File: src/rtl/ofm_maxpool.sv
// 2x2 max-pool over a 4x4 OFM frame streamed in raster order.
// One pooled result per 2x2 block; frame_done marks the last block.
module ofm_maxpool #(
  parameter int DW = 13
) (
  input  logic          clk,
  input  logic          rst_n,
  input  logic          in_valid,
  input  logic [DW-1:0] In_OFM,
  output logic          out_valid,
  output logic [DW-1:0] Out_Pool,
  output logic          frame_done
);

  typedef enum logic {
    IDLE,
    COLLECT
  } state_t;

  state_t        state;
  logic [3:0]    pos;
  logic [DW-1:0] hreg;
  logic [DW-1:0] lb [2];

  logic          odd_col;
  logic          odd_row;
  logic          slot;
  logic [DW-1:0] h;
  logic [DW-1:0] lb_rd;
  logic [DW-1:0] pool;

  assign odd_col = pos[0];
  assign odd_row = pos[2];
  assign slot    = pos[1];

  always_comb begin
    h     = (In_OFM > hreg) ? In_OFM : hreg;
    lb_rd = lb[slot];
    pool  = (lb_rd > h) ? lb_rd : h;
  end

  // Outputs are pulses; Out_Pool keeps its last value between them.
  always_ff @(posedge clk or negedge rst_n) begin
    if (!rst_n) begin
      state      <= IDLE;
      pos        <= '0;
      hreg       <= '0;
      lb[0]      <= '0;
      lb[1]      <= '0;
      out_valid  <= 1'b0;
      frame_done <= 1'b0;
      Out_Pool   <= '0;
    end else begin
      out_valid  <= 1'b0;
      frame_done <= 1'b0;
      if (in_valid) begin
        pos <= pos + 4'd1;
        unique case (state)
          IDLE: begin
            if (pos == 4'd0)
              state <= COLLECT;
          end
          COLLECT: begin
            if (pos == 4'd15)
              state <= IDLE;
          end
          default: state <= IDLE;
        endcase
        unique case (1'b1)
          !odd_col: begin
            hreg <= In_OFM;
          end
          odd_col && !odd_row: begin
            lb[slot] <= h;
          end
          odd_col && odd_row: begin
            Out_Pool   <= pool;
            out_valid  <= 1'b1;
            frame_done <= (pos == 4'd15);
          end
          default: ;
        endcase
      end
    end
  end

endmodule

File: config.mk
export PLATFORM = sky130hd
export DESIGN_NAME = ofm_maxpool
export DESIGN_NICKNAME = d
export VERILOG_FILES = /design/src/rtl/ofm_maxpool.sv
export SDC_FILE = /design/constraint.sdc
export NUM_CORES = 1
export LEC_CHECK = 0
export ABC_AREA = 1
export BUFFER_PORTS_ARGS = -buffer_cell sky130_fd_sc_hd__buf_2
export CORE_MARGIN = 3
export CORE_UTILIZATION = 40
export CTS_CLUSTER_SIZE = 10
export DETAILED_ROUTE_END_ITERATION = 8
export GPL_TIMING_DRIVEN = 1
export SLEW_MARGIN = 5
export SYNTH_ARGS = -nofsm -noshare
export SYNTH_HDL_FRONTEND = slang
export SYNTH_SLANG_ARGS = --single-unit
File: constraint.sdc
create_clock -name clk -period 3.25 [get_ports clk]
set_input_delay 0.1625 -clock clk [delete_from_list [all_inputs] [get_ports clk]]
set_output_delay 0.1625 -clock clk [all_outputs]
set_load 0.005 [all_outputs]
======== Yosys cells after proc, flatten, opt, wreduce, memory -nomap -nowiden ========
Index checks and enable logic that the tools add are counted.
word-level totals
  register bits ........................... 58
  bits in latches ......................... 0
  RAM bits ................................ 0
  ROM bits ................................ 0
  output and inout bits ................... 15
  logic and storage cells ................. 34
  memories kept ........................... 0
operators by class
  $add $sub $neg .......................... 1
  multipliers ............................. 0
  div/mod/pow operators ................... 0
  order comparisons ....................... 4
  equality and inequality tests ........... 1
  shift-type cells ........................ 0
  multiplexer cells ....................... 12
  bitwise logic cells ..................... 2
  reduce and logical (&&, ||, !) cells .... 7
operators with widths
  kind                   count
  $mux W13               6
  $bwmux W26             1
  $gt A13 B13 Y1         2
  $demux W13 S1          1
  $reduce_and A2 Y1      3
  $add A4 B1 Y4 const B  1
  $eq A4 B4 Y1 const B   1
  $mux W1                4
  $logic_and A1 B1 Y1    3
  $ge A2 B2 Y1 const B   1
  $lt A2 B1 Y1 const B   1
  $not A1 Y2             1
  $logic_not A1 Y1       1
  $not A1 Y1             1

======== Logic depth before layout (Yosys ltp) ========
Gate-level depths: netlist of run 1.
  word-level depth ........................ 6
  mapped depth ............................ 26
  depth with buffers taken out ............ 24

======== Worst setup path after synthesis of run 1 ========
OpenSTA, ideal clock, no wires.
  path type ............................... flip-flop to flip-flop
  from .................................... register hreg[8]
  to ...................................... register Out_Pool[11]
  library setup time ...................... 116 ps
  arrival ................................. 2728 ps
  path slack .............................. 405 ps
  cell stages (with the launch flop) ...... 26
  buffers on the path ..................... 2
  clock period less this slack ............ 2845 ps
  cells stage by stage .................... dfrtp_1 -> inv_1 -> ha_1 -> nand2_2 -> inv_1 -> nand2_1 -> nand2_1 -> a21oi_2 -> nand2_4 -> nand2_4 -> buf_12 -> nand2_4 -> nand2_2 -> inv_1 -> ha_1 -> nand2_1 -> inv_1 -> nand2_1 -> nand2_1 -> a21oi_1 -> nand2_2 -> nand2_1 -> buf_4 -> nand3_1 -> nand2_1 -> nand2_1
on the way
  word-level cells in the longest chain between the ends .. 4
ends and longest elaborated chain
  item                    RTL line  text
  start, declared         22        logic [DW-1:0] hreg;
  start signal, assigned  71        hreg <= In_OFM;
  $gt A13 B13 Y1          37        h = (In_OFM > hreg) ? In_OFM : hreg;
  $mux W13 (*)            37
  $gt A13 B13 Y1          39        pool = (lb_rd > h) ? lb_rd : h;
  $mux W13 (*)            39
  end signal, assigned    77        Out_Pool <= pool;
  end, declared           11        output logic [DW-1:0] Out_Pool,
Mark *: on every way between the ends. The rest lies on a longest branch, timed or not.
A chain may end at the register's enable or synchronous reset.

======== Worst setup path after layout of run 1 ========
  from .................................... register hreg[10]
  to ...................................... register Out_Pool[0]
Same word-level chain as after synthesis.

==> summary.txt, run 1 <==
Global route
  • GR Layer Usage met3: 0.0250
  • Largest net degree at the start of global routing: 42
  • Grt total ovfl: 0
  • First-pass GRT wire length: 14.5 mm
  • Met1 usage: 0.253
  • Number of global-route vias before repair: between 3000 and 4000
  • Busiest grt layer: met2
  • M2 GR Usage: 0.269
  • GRT Util Overall: 0.176
  • Initial antenna violation count: 0

Clocking
  • CTS Sinks: 58
  • Longest Clk Path Bufs: 2
  • Reg clk slew, reported paths: 0.07 ns
  • CTS Buf Count: 9
  • Root buf cell: clkbuf_8
  • Cts hold-fix bufs: 0
  • H-tree levels: 3
  • CTS tree: yes
  • Clk Latency, worst-skew pair: 0.34 ns

Pwr
  • Switching power: ~1.7 mW
  • Clk pwr share: 0.160
  • Switching Share: 0.430
  • Leakage: 2.54 nW
  • Comb pwr share: 0.544
  • VDD IR-drop max: 351 uV
  • Pint: 2.24 mW
  • Power Density: 891 nW/um^2
  • Reg power frac: 0.296

Logic synthesis
  • Mapped Avg Cell Area: 7.60 um^2
  • Mapped Nets: 533
  • Post-synth top flop: dfrtp_1
  • Yosys warns: 0
  • Post-synth EDFFs: 0
  • Post-Synth Simple-Gate Area: 0.361
  • Synth Cell Area: 3720 um^2
  • Xor and xnor area share after synthesis: 0.00470
  • Seq cells post-synth: 58
  • Fraction of registers with async set/reset: 1.00
  • Seq/Total Area, Yosys: 0.390
  • Portion of netlist area occupied by mux cells: 0.00269
  • Synth Area in Adders: 0.0907
  • Synth cell types: 31
  • Post-synthesis cell count: 490
  • Largest family of logic cells by synthesized area: simple AND/OR/NAND/NOR gates
  • Synth Area in Compound Gates: 0.0521

Routing
  • Via count: 3096
  • Drt wl/cell: 13.3 um
  • Drt first pass iters: 4
  • ANT nets after route: 0
  • DR vias/cell: 4.74
  • Initial drt markers: between 100 and 150
  • Final Routed Wirelength: 8.69 mm
  • # DRC: 0

Timing
  • Post-layout worst setup margin: around 0.14 ns
  • Fmax: 321 MHz
  • Final hold vios: 31
  • Tcrit/Tclk final: 0.957
  • Worst Skew: ~0.0098 ns
  • Rel. slew slack: 0.347
  • Final max-slew violation count: 0
  • Fin crit period: 3.11 ns
  • Total Neg Setup Slack: 0 ns
  • Hold slack: -0.0215 ns
  • Final setup viols: 0
  • Slew @ Worst Pin: 0.979 ns

Setup path
  • Worst EP required: 3.48 ns
  • Type of origin of the critical path: flip-flop
  • CP Launch Point: hreg[10]$_DFFE_PN0P_
  • Largest fanout on the critical path: 7
  • Crit path capture type: flip-flop
  • Worst R2R Path Depth: 23
  • CP Class: flip-flop to flip-flop
  • Arrival time at the worst endpoint: 3.34 ns
  • R2R Path End: Out_Pool[0]$_DFFE_PN0P_
  • Crit path to: Out_Pool[0]$_DFFE_PN0P_
  • Worst r2r src: hreg[10]$_DFFE_PN0P_
  • Worst R2R Setup Slack: 0.14 ns

Cells and area
  • Commonest non-fill, non-tap cell in the layout: nand2_1
  • Final #Nets: between 500 and 600
  • Inserted Diodes: 0
  • Cell area after layout: 4400 um^2
  • Final Util: 0.495
  • Share of cells above drive strength 1: 0.251
  • Layout overhead on the synthesized area: 18.2%
  • Most frequent cells in the layout: 165 x nand2_1, 63 x inv_1, 58 x dfrtp_1

Floorplan
  • Starting Density: 0.419
  • Die Height: approximately 100 um
  • Die X: 103 um
  • Ports: 31
  • Die area: 10500 um^2
  • Row cnt: 34
  • Core Region: ~8900 um^2

Placed design
  • HPWL after DPL: 6.36 mm
  • Input/output buffers: 30
  • Placement-stage worst setup slack: -0.0508 ns
  • Final Wtd Congestion: approximately 0.9
  • Placed instance area: approximately 4000 um^2

Run status
  • Failing checks: negative hold slack
  • Status: finished with violations

Worst hold path
  • Worst hold path class: input pin to async pin

Flow run
  • Max-cap viol count: 0
==> how the worst min path moves through the flow <==
stage	to	slack, ns	depth (start not counted)
floorplan	Out_Pool[0]$_DFFE_PN0P_	-0.13	0
detailed placement	hreg[6]$_DFFE_PN0P_	0.39	1
global route	hreg[5]$_DFFE_PN0P_	0.05	1
finish	hreg[5]$_DFFE_PN0P_	-0.02	1
global placement	hreg[6]$_DFFE_PN0P_	0.38	1
CTS	hreg[6]$_DFFE_PN0P_	0.02	1
==> cell usage after synthesis (2+ instances only) <==
cell type  count  area [um^2]
nand2_1      170          638
inv_1         66          248
dfrtp_1       58         1450
nand3_1       32          160
ha_1          27          338
a21oi_1       20          100
o21ai_0       16         80.1
nor2_1        15         56.3
nand2_2       14         87.6
nand2_4       12          135
nand3_2       11          110
buf_2          9         45.0
or2_0          8         50.1
or2_2          5         31.3
clkbuf_1       4         15.0
inv_2          4         15.0
nor2_2         3         18.8
buf_4          2         15.0
xor2_1         2         17.5
==> cells by family (layout without fill, tap and decap cells) <==
family / after synthesis / count (layout)
XOR/XNOR: 2 / 2
multiplexers: 1 / 1
adder cells (fa/ha/maj): 27 / 27
AND/OR/NAND/NOR: 277 / 278
buffers and inverters: 87 / 141
flip-flops: 58 / 58
AO/OA/AOI/OAI: 38 / 38
==> routing by layer <==
metal	vias to the layer above	wire length [um]
met3	14	309
met5	-	0
met2	51	3830
met1	1414	4390
met4	0	158
li1	1617	-
==> sequential cells by signal (all words and copies together) (netlist names) <==
register / count
lb: 26
pos: 4
hreg: 13
frame_done: 1
out_valid: 1
Out_Pool: 13
==> through the flow <==
| step | instances | power [mW] | hold slack (ns) |
|---|---|---|---|
| floorplan | 490 | 2.53 | -0.133 |
| global placement | 625 | 2.97 | 0.381 |
| detailed placement | 625 | 3.03 | 0.388 |
| CTS | 639 | 3.68 | 0.0155 |
| global route | 653 | 4.30 | 0.0466 |
| finish | 653 | 3.92 | -0.0215 |
==> what timing repair did <==
item / CTS / global route
setup buffers: 0 / 12
pin swaps: 0 / 12
setup endpoints to repair: 12 / 13
resized for setup: 2 / 20
cloned: 0 / 2
==> final cells by class <==
class,count,area (um^2)
Timing Repair Buffer,57,390
Clock inverter,4,45.0
Fill cell,864,4490
Tap cell,108,135
Multi-Input combinational cell,346,1990
Inverter,70,263
Clock buffer,10,128
Sequential cell,58,1450
==> power by group through the flow <==
stage | Combinational, mW | Sequential, mW | Clock [mW]
global placement | 1.80 | 1.17 | 0
floorplan | 1.38 | 1.15 | 0
finish | 2.13 | 1.16 | 0.626
CTS | 1.87 | 1.17 | 0.639
global route | 2.44 | 1.19 | 0.670
detailed placement | 1.85 | 1.18 | 0
==> worst max-delay path, stage by stage, from the launching register on <==
cell	delay [ns]
dfrtp_1	0.40
inv_2	0.06
ha_1	0.30
nand2_2	0.08
nor2_4	0.16
and2_4	0.17
nand2_4	0.06
nand2_4	0.09
nand3_1	0.12
nand2_2	0.13
inv_1	0.05
ha_1	0.27
nand2_1	0.05
inv_1	0.09
nand3_1	0.14
nor2_4	0.19
nand2_2	0.09
nand2_4	0.10
clkbuf_16	0.15
nand3_1	0.07
nand2_1	0.09
inv_1	0.05
nand2_1	0.05
nand2_1	0.04
No activity file was read; power rests on OpenSTA's default activity.
==> run 2, diff against run 1 <==
--- a/config.mk
+++ b/config.mk
@@ -5,13 +5,13 @@
 export SDC_FILE = /design/constraint.sdc
 export NUM_CORES = 1
 export LEC_CHECK = 0
-export ABC_AREA = 1
 export BUFFER_PORTS_ARGS = -buffer_cell sky130_fd_sc_hd__buf_2
 export CORE_MARGIN = 3
 export CORE_UTILIZATION = 40
 export CTS_CLUSTER_SIZE = 10
 export DETAILED_ROUTE_END_ITERATION = 8
 export GPL_TIMING_DRIVEN = 1
+export PLACE_DENSITY = 0.64
 export SLEW_MARGIN = 5
 export SYNTH_ARGS = -nofsm -noshare
 export SYNTH_HDL_FRONTEND = slang
==> summary.txt, run 2 <==
Setup path
  • CP Class: flip-flop to flip-flop (unchanged)
  • Largest fanout on the critical path: 8 (was 7)
  • Slowest stage delay, CP: 0.43 ns (was 0.40 ns)
  • Worst R2R Setup Slack: -0.31 ns (was 0.14 ns)
  • Worst r2r src: hreg[10]$_DFFE_PN0P_ (unchanged)
  • Arrival time at the worst endpoint: 3.78 ns (was 3.34 ns)
  • CP Launch Point: hreg[10]$_DFFE_PN0P_ (unchanged)
  • Worst R2R Path Depth: 16 (was 23)
  • R2R Path End: Out_Pool[0]$_DFFE_PN0P_ (unchanged)
  • Crit path capture type: flip-flop (unchanged)
  • Crit path cell chain: inv_2 > ha_4 > a21o_1 > a21o_1 > a2111o_1 > o21ai_2 > buf_12 > mux2i_4 > ha_4 > a21oi_2 > nand2_1 > a221oi_2 > nand2_2 > a21oi_4 > buf_6 > a211oi_2 (was inv_2 > ha_1 > nand2_2 > nor2_4 > and2_4 > nand2_4 > nand2_4 > nand3_1 > nand2_2 > inv_1 > ha_1 > nand2_1 > inv_1 > nand3_1 > nor2_4 > nand2_2 > nand2_4 > clkbuf_16 > nand3_1 > nand2_1 > inv_1 > nand2_1 > nand2_1)
  • Worst EP required: 3.47 ns (was 3.48 ns)
  • Type of origin of the critical path: flip-flop (unchanged)
  • CP max stage cell: a2111o_1 (was dfrtp_1)
  • Crit path to: Out_Pool[0]$_DFFE_PN0P_ (unchanged)

Routing
  • Drt wl/cell: 14.9 um (was 13.3 um)
  • Via count: 2554 (was 3096)
  • ANT nets after route: 0 (unchanged)
  • Final Routed Wirelength: 7.50 mm (was 8.69 mm)
  • Drt first pass iters: 4 (unchanged)
  • Initial drt markers: 115 (was 114)
  • # DRC: 0 (unchanged)
  • DR vias/cell: 5.07 (was 4.74)

Timing
  • Slew @ Worst Pin: 0.978 ns (was 0.979 ns)
  • Post-layout worst setup margin: -0.313 ns (was 0.138 ns)
  • Hold slack: -0.00939 ns (was -0.0215 ns)
  • RSZ-0062 raised after global routing: true
  • Fin crit period: 3.56 ns (was 3.11 ns)
  • Tcrit/Tclk final: 1.10 (was 0.957)
  • Fmax: 281 MHz (was 321 MHz)
  • Final setup viols: 13 (was 0)
  • Final max-slew violation count: 0 (unchanged)
  • Rel. slew slack: 0.348 (was 0.347)
  • Final hold vios: 21 (was 31)
  • Worst Skew: 0.00775 ns (was 0.00976 ns)

Cells and area
  • Inserted Diodes: 0 (unchanged)
  • Layout overhead on the synthesized area: 41.2% (was 18.2%)
  • Commonest non-fill, non-tap cell in the layout: dfrtp_1 (was nand2_1)
  • Top Registers: lb: 26 flops, Out_Pool: 13 flops, hreg: 13 flops (unchanged)
  • Share of cells above drive strength 1: 0.402 (was 0.251)
  • Biggest register: lb (unchanged)
  • Final #Nets: 444 (was 585)
  • Most frequent cells in the layout: 58 x dfrtp_1, 55 x buf_4, 37 x nand2_1 (was 165 x nand2_1, 63 x inv_1, 58 x dfrtp_1)
  • Fin cells: 504 (was 653)
  • Max reg flops: 26 (unchanged)

Placed design
  • Placement-stage worst setup slack: -0.405 ns (was -0.0508 ns)
  • Placed instance count: 474 (was 625)
  • Final Wtd Congestion: 0.838 (was 0.900)
  • Input/output buffers: 30 (unchanged)
  • HPWL after DPL: 5.01 mm (was 6.36 mm)

Logic synthesis
  • Synth cell types: 30 (was 31)
  • Top cells by count, synth: 58 x dfrtp_1, 38 x nand2_1, 28 x nor2_1 (was 170 x nand2_1, 66 x inv_1, 58 x dfrtp_1)
  • Xor and xnor area share after synthesis: 0.00855 (was 0.00470)
  • Seq cells post-synth: 58 (unchanged)
  • Post-Synth Simple-Gate Area: 0.135 (was 0.361)
  • Synth Area in Adders: 0.110 (was 0.0907)
  • Area contributors post-synth: dfrtp_1 47%, ha_1 11%, mux2_2 5.1%, nand2_1 4.6%, mux2i_1 4.6% (was dfrtp_1 39%, nand2_1 17%, ha_1 9.1%, inv_1 6.7%, nand3_1 4.3%)
  • Yosys warns: 0 (unchanged)
  • Mapped Nets: 355 (was 533)
  • Post-synth top flop: dfrtp_1 (unchanged)
  • Synth Cell Area: 3070 um^2 (was 3720 um^2)
  • Mapped Avg Cell Area: 9.85 um^2 (was 7.60 um^2)
  • Post-synthesis cell count: 312 (was 490)
  • Largest family of logic cells by synthesized area: compound AO/OA/AOI/OAI gates (was simple AND/OR/NAND/NOR gates)
  • Most common cell in the netlist: dfrtp_1 (was nand2_1)
  • Portion of netlist area occupied by mux cells: 0.0969 (was 0.00269)
  • Fraction of registers with async set/reset: 1.00 (unchanged)
  • Seq/Total Area, Yosys: 0.472 (was 0.390)
  • Synth Area in Compound Gates: 0.139 (was 0.0521)
  • Post-synth EDFFs: 0 (unchanged)
  • Area share of the largest cell type after synthesis: 0.472 (was 0.390)
  • Leading area contributor after synthesis: dfrtp_1 (unchanged)

Clocking
  • CTS tree: yes (unchanged)
  • H-tree levels: 3 (unchanged)
  • Root buf cell: clkbuf_8 (unchanged)
  • CTS Sinks: 58 (unchanged)
  • Longest Clk Path Bufs: 2 (unchanged)
  • CTS Buf Count: 9 (unchanged)
  • Reg clk slew, reported paths: 0.06 ns (was 0.07 ns)
  • Clk Latency, worst-skew pair: 0.34 ns (about the same)
  • Cts hold-fix bufs: 0 (unchanged)

Floorplan
  • Die X: 93.7 um (was 103 um)
  • Die area: 8770 um^2 (was 10500 um^2)
  • Row cnt: 31 (was 34)
  • Die Height: 93.7 um (was 103 um)
  • Ports: 31 (unchanged)
  • Core Region: 7370 um^2 (was 8890 um^2)
  • Starting Density: 0.417 (was 0.419)

Flow run
  • Max-cap viol count: 0 (unchanged)

Pwr
  • Switching Share: 0.382 (was 0.430)
  • Comb pwr share: 0.594 (was 0.544)
  • PnR Total Power: 5.03 mW (was 3.92 mW)
  • VDD IR-drop max: 709 uV (was 351 uV)
  • Pint: 3.11 mW (was 2.24 mW)
  • Clk pwr share: 0.149 (was 0.160)
  • Reg power frac: 0.257 (was 0.296)
  • Leakage: 1.97 nW (was 2.54 nW)
  • Switching power: 1.92 mW (was 1.68 mW)
  • Power Density: 1160 nW/um^2 (was 891 nW/um^2)

Global route
  • GRT Util Overall: 0.182 (was 0.176)
  • Grt total ovfl: 0 (unchanged)
  • Number of global-route vias before repair: 2593 (was 3021)
  • Initial antenna violation count: 0 (unchanged)
  • First-pass GRT wire length: 12.4 mm (was 14.5 mm)
  • Largest net degree at the start of global routing: 44 (was 42)

Run status
  • Failing checks: negative hold slack, negative setup slack (was negative hold slack)
  • Status: finished with violations (unchanged)

Worst hold path
  • Worst hold path class: input pin to async pin (unchanged)
==> run 2: cell count changes in the layout (fill, tap and decap cells not counted), moves of 12 or more <==
cell      change
a211oi_2     +12
buf_4        +31
inv_1        -49
mux2_2       +14
nand2_1     -128
nand2_2      -15
nand2_4      -16
nand3_1      -26
nand3_2      -13
nor2_1       +14
==> run 2: cells by family (layout without fill, tap and decap cells) <==
| kind of cell | count (synthesis) | after routing |
|---|---|---|
| muxes | 28 | 28 |
| DFF | 58 | 58 |
| adders and majority gates | 27 | 27 |
| xor gates and xnor gates | 3 | 3 |
| and+or+nand+nor | 95 | 95 |
| buffers and inverters | 29 | 121 |
| AOI/OAI and AO/OA | 72 | 73 |
==> run 2: metal layers <==
| layer | up-vias | GRT usage | routed length, um |
|---|---|---|---|
| met4 | 0 | 0.0457 | 72 |
| met5 | - | 0 | 0 |
| li1 | 1280 | - | - |
| met1 | 1228 | 0.238 | 3510 |
| met3 | 7 | 0.0529 | 288 |
| met2 | 39 | 0.297 | 3630 |
==> run 2: how the worst min path moves through the flow <==
stage / endpoint / cells past startpoint
2_1_floorplan: Out_Pool[0]$_DFFE_PN0P_ / 0
3_3_place_gp: lb[3]$_DFFE_PN0P_ / 1
3_5_place_dp: lb[15]$_DFFE_PN0P_ / 1
4_1_cts: lb[2]$_DFFE_PN0P_ / 1
5_1_grt: Out_Pool[10]$_DFFE_PN0P_ / 1
6_report: lb[15]$_DFFE_PN0P_ / 1
==> run 2: cell type report <==
class                           count  area, um^2
Clock inverter                      2        60.1
Multi-Input combinational cell    226        1820
Inverter                           15        56.3
Timing Repair Buffer               91         664
Tap cell                           99         124
Sequential cell                    58        1450
Fill cell                         629        3030
Clock buffer                       13         159
==> run 2: metrics by stage <==
step | instance area (um^2) | setup TNS, ns | util
after floorplan | 3180 | -2.08 | -
after global placement | 3760 | -3.80 | 0.510
after detailed placement | 3760 | -4.92 | 0.510
after CTS | 4240 | -3.67 | 0.576
after global routing | 4340 | -5.78 | 0.589
final | 4340 | -3.95 | 0.589
==> run 2: repair_timing <==
action / 4_1_cts / 5_1_grt
buffers inserted: 11 / 2
resized for setup: 29 / 13
gates cloned: 2 / 0
pin swaps: 18 / 14
setup endpoints to repair: 13 / 13
==> run 2: power groups by stage <==
stage,Clock [mW],Sequential (mW),Combinational (mW)
after global routing,0.807,1.34,3.29
after detailed placement,0,1.30,2.37
after CTS,0.765,1.30,2.80
final,0.750,1.29,2.99
after floorplan,0,1.24,1.58
after global placement,0,1.28,2.33
==> run 2: critical path, delay by kind of cell, from the launching register on <==
kind / cells / cell delay [ns]
AND/OR/NAND/NOR: 2 / 0.20
flip-flops: 1 / 0.39
buffers and inverters: 3 / 0.43
AO/OA/AOI/OAI: 8 / 1.72
adder cells (fa/ha/maj): 2 / 0.43
multiplexers: 1 / 0.27
==> run 3, diff against run 2 <==
==> constraint.sdc (replaced) <==
create_clock -name clk -period 3.5 [get_ports clk]
set_input_delay 0.175 -clock clk [delete_from_list [all_inputs] [get_ports clk]]
set_output_delay 0.175 -clock clk [all_outputs]
set_load 0.005 [all_outputs]
==> summary.txt, run 3 (synthesized netlist as in run 2, its figures left out) <==
Routing
  • Drt wl/cell: 15.4 um (was 14.9 um)
  • Via count: 2529 (was 2554)
  • Initial drt markers: 107 (was 115)
  • Final Routed Wirelength: 7.51 mm (was 7.50 mm)
  • Drt first pass iters: 4 (unchanged)
  • DR vias/cell: 5.17 (was 5.07)
  • ANT nets after route: 0 (unchanged)
  • # DRC: 0 (unchanged)

Pwr
  • VDD IR-drop max: 592 uV (was 709 uV)
  • PnR Total Power: 4.46 mW (was 5.03 mW)
  • Leakage: 1.88 nW (was 1.97 nW)
  • Power Density: 1070 nW/um^2 (was 1160 nW/um^2)

Floorplan
  • Starting Density: 0.417 (unchanged)
  • Die X: 93.7 um (unchanged)
  • Row cnt: 31 (unchanged)
  • Die Height: 93.7 um (unchanged)
  • Ports: 31 (unchanged)
  • Die area: 8770 um^2 (unchanged)
  • Core Region: 7370 um^2 (unchanged)

Timing
  • Post-layout worst setup margin: -0.124 ns (was -0.313 ns)
  • Rel. slew slack: 0.423 (was 0.348)
  • Final max-slew violation count: 0 (unchanged)
  • Worst Skew: 0.00706 ns (was 0.00775 ns)
  • Slew @ Worst Pin: 0.865 ns (was 0.978 ns)
  • Final setup viols: 13 (unchanged)
  • Fin crit period: 3.62 ns (was 3.56 ns)
  • RSZ-0062 raised after global routing: true (unchanged)
  • Tcrit/Tclk final: 1.04 (was 1.10)
  • Final hold vios: 0 (was 21)
  • Total Neg Setup Slack: -1.37 ns (was -3.95 ns)
  • Fmax: 276 MHz (was 281 MHz)

Cells and area
  • Biggest register: lb (unchanged)
  • Fin cells: 489 (was 504)
  • Cell area after layout: 4160 um^2 (was 4340 um^2)
  • Most frequent cells in the layout: 58 x dfrtp_1, 39 x buf_4, 35 x nand2_1 (was 58 x dfrtp_1, 55 x buf_4, 37 x nand2_1)
  • Share of cells above drive strength 1: 0.369 (was 0.402)
  • Fill cells: 634 (was 629)
  • Layout overhead on the synthesized area: 35.2% (was 41.2%)
  • Commonest non-fill, non-tap cell in the layout: dfrtp_1 (unchanged)
  • Top Registers: lb: 26 flops, Out_Pool: 13 flops, hreg: 13 flops (unchanged)
  • Inserted Diodes: 0 (unchanged)
  • Final #Nets: 429 (was 444)
  • Max reg flops: 26 (unchanged)

Setup path
  • Worst r2r src: hreg[10]$_DFFE_PN0P_ (unchanged)
  • R2R Path End: Out_Pool[4]$_DFFE_PN0P_ (was Out_Pool[0]$_DFFE_PN0P_)
  • Type of origin of the critical path: flip-flop (unchanged)
  • Worst R2R Setup Slack: -0.12 ns (was -0.31 ns)
  • Arrival time at the worst endpoint: 3.84 ns (was 3.78 ns)
  • Worst EP required: 3.71 ns (was 3.47 ns)
  • Crit path capture type: flip-flop (unchanged)
  • CP Class: flip-flop to flip-flop (unchanged)
  • Largest fanout on the critical path: 6 (was 8)
  • Worst R2R Path Depth: 16 (unchanged)

Worst hold path
  • Worst hold stages: 3
  • Worst hold path class: input pin to flip-flop (was input pin to async pin)
  • Worst Min Path Start: In_OFM[1]
  • Worst hold endpoint: hreg[1]$_DFFE_PN0P_

Clocking
  • H-tree levels: 3 (unchanged)
  • Reg clk slew, reported paths: 0.07 ns (was 0.06 ns)
  • CTS Sinks: 58 (unchanged)
  • Clk Latency, worst-skew pair: 0.33 ns (was 0.34 ns)
  • Longest Clk Path Bufs: 2 (unchanged)
  • Root buf cell: clkbuf_8 (unchanged)
  • CTS tree: yes (unchanged)
  • CTS Buf Count: 9 (unchanged)

Global route
  • GRT Util Overall: 0.182 (about the same)
  • Initial antenna violation count: 0 (unchanged)
  • Grt total ovfl: 0 (unchanged)
  • Largest net degree at the start of global routing: 39 (was 44)
  • First-pass GRT wire length: 12.3 mm (was 12.4 mm)
  • Number of global-route vias before repair: 2518 (was 2593)

Placed design
  • Input/output buffers: 30 (unchanged)
  • Placed instance area: 3650 um^2 (was 3760 um^2)
  • HPWL after DPL: 5.26 mm (was 5.01 mm)
  • Placed instance count: 463 (was 474)
  • Placement-stage worst setup slack: -0.225 ns (was -0.405 ns)
  • Final Wtd Congestion: 0.824 (was 0.838)

Flow run
  • Max-cap viol count: 0 (unchanged)

Run status
  • Failing checks: negative setup slack (was negative hold slack, negative setup slack)
  • Status: finished with violations (unchanged)
run 3: cell types whose count changed in the layout (fill, tap and decap cells not counted), moves of 2 or more:
cell,previous run,this run
a211oi_2,12,10
nor3_2,4,2
buf_6,3,5
nand2_2,1,3
a211oi_1,0,2
clkinv_2,0,2
buf_4,55,39
nand2_1,37,35
nor3_1,10,12
run 3: layer usage:
layer | track usage | up-vias | wire length (um)
met5 | 0 | - | 0
met3 | 0.0288 | 11 | 235
met2 | 0.294 | 49 | 3540
met1 | 0.245 | 1220 | 3610
li1 | - | 1249 | -
met4 | 0.0710 | 0 | 124
run 3: report_power, final:
part           leakage, nW  switching, mW  internal [mW]
logic                 1.09           1.34           1.33
clock network       0.0962          0.263          0.342
registers            0.692          0.197          0.991
run 3: through the flow:
step / utilization / hold WS (ns)
after floorplan: - / -0.121
after global placement: 0.495 / 0.325
after detailed placement: 0.495 / 0.333
after CTS: 0.548 / 0.0672
after global routing: 0.564 / 0.0966
final: 0.564 / 0.0807
run 3: layout make-up:
cell class,count,area (um^2),share of cell area
tap,99,124,0.0298
timing repair buffer,76,529,0.127
multi-input combinational,226,1810,0.435
clock buffer,12,145,0.0349
clock inverter,3,40.0,0.00964
sequential,58,1450,0.349
inverter,15,56.3,0.0136
run 3: what timing repair did:
action / in CTS / in global routing
pin swaps: 18 / 13
setup buffers: 7 / 2
gates resized for setup: 29 / 15
gates cloned: 0 / 1
hold buffers: 1 / 0
hold endpoints to repair: 37 / 0
endpoints found under the setup margin: 13 / 13
run 3: critical path, cell delays in order, from the launching register on:
cell	delay (ns)
dfrtp_1	0.39
inv_2	0.08
ha_4	0.19
a21o_1	0.15
a21o_1	0.17
a2111o_1	0.38
o21ai_2	0.23
buf_12	0.19
mux2i_4	0.29
ha_4	0.18
and4_4	0.24
nand2_2	0.06
or3_4	0.39
buf_6	0.14
a21oi_4	0.17
buf_6	0.16
a211oi_1	0.07
run 3: worst max path at each step:
stage | start | end | slack (ns) | cells past startpoint
floorplan | hreg[10]$_DFFE_PN0P_ | Out_Pool[10]$_DFFE_PN0P_ | -0.002 | 15
global route | hreg[10]$_DFFE_PN0P_ | Out_Pool[10]$_DFFE_PN0P_ | -0.26 | 16
CTS | hreg[10]$_DFFE_PN0P_ | Out_Pool[9]$_DFFE_PN0P_ | -0.06 | 16
detailed placement | hreg[10]$_DFFE_PN0P_ | Out_Pool[1]$_DFFE_PN0P_ | -0.23 | 15
finish | hreg[10]$_DFFE_PN0P_ | Out_Pool[4]$_DFFE_PN0P_ | -0.12 | 16
global placement | hreg[10]$_DFFE_PN0P_ | Out_Pool[2]$_DFFE_PN0P_ | -0.09 | 15
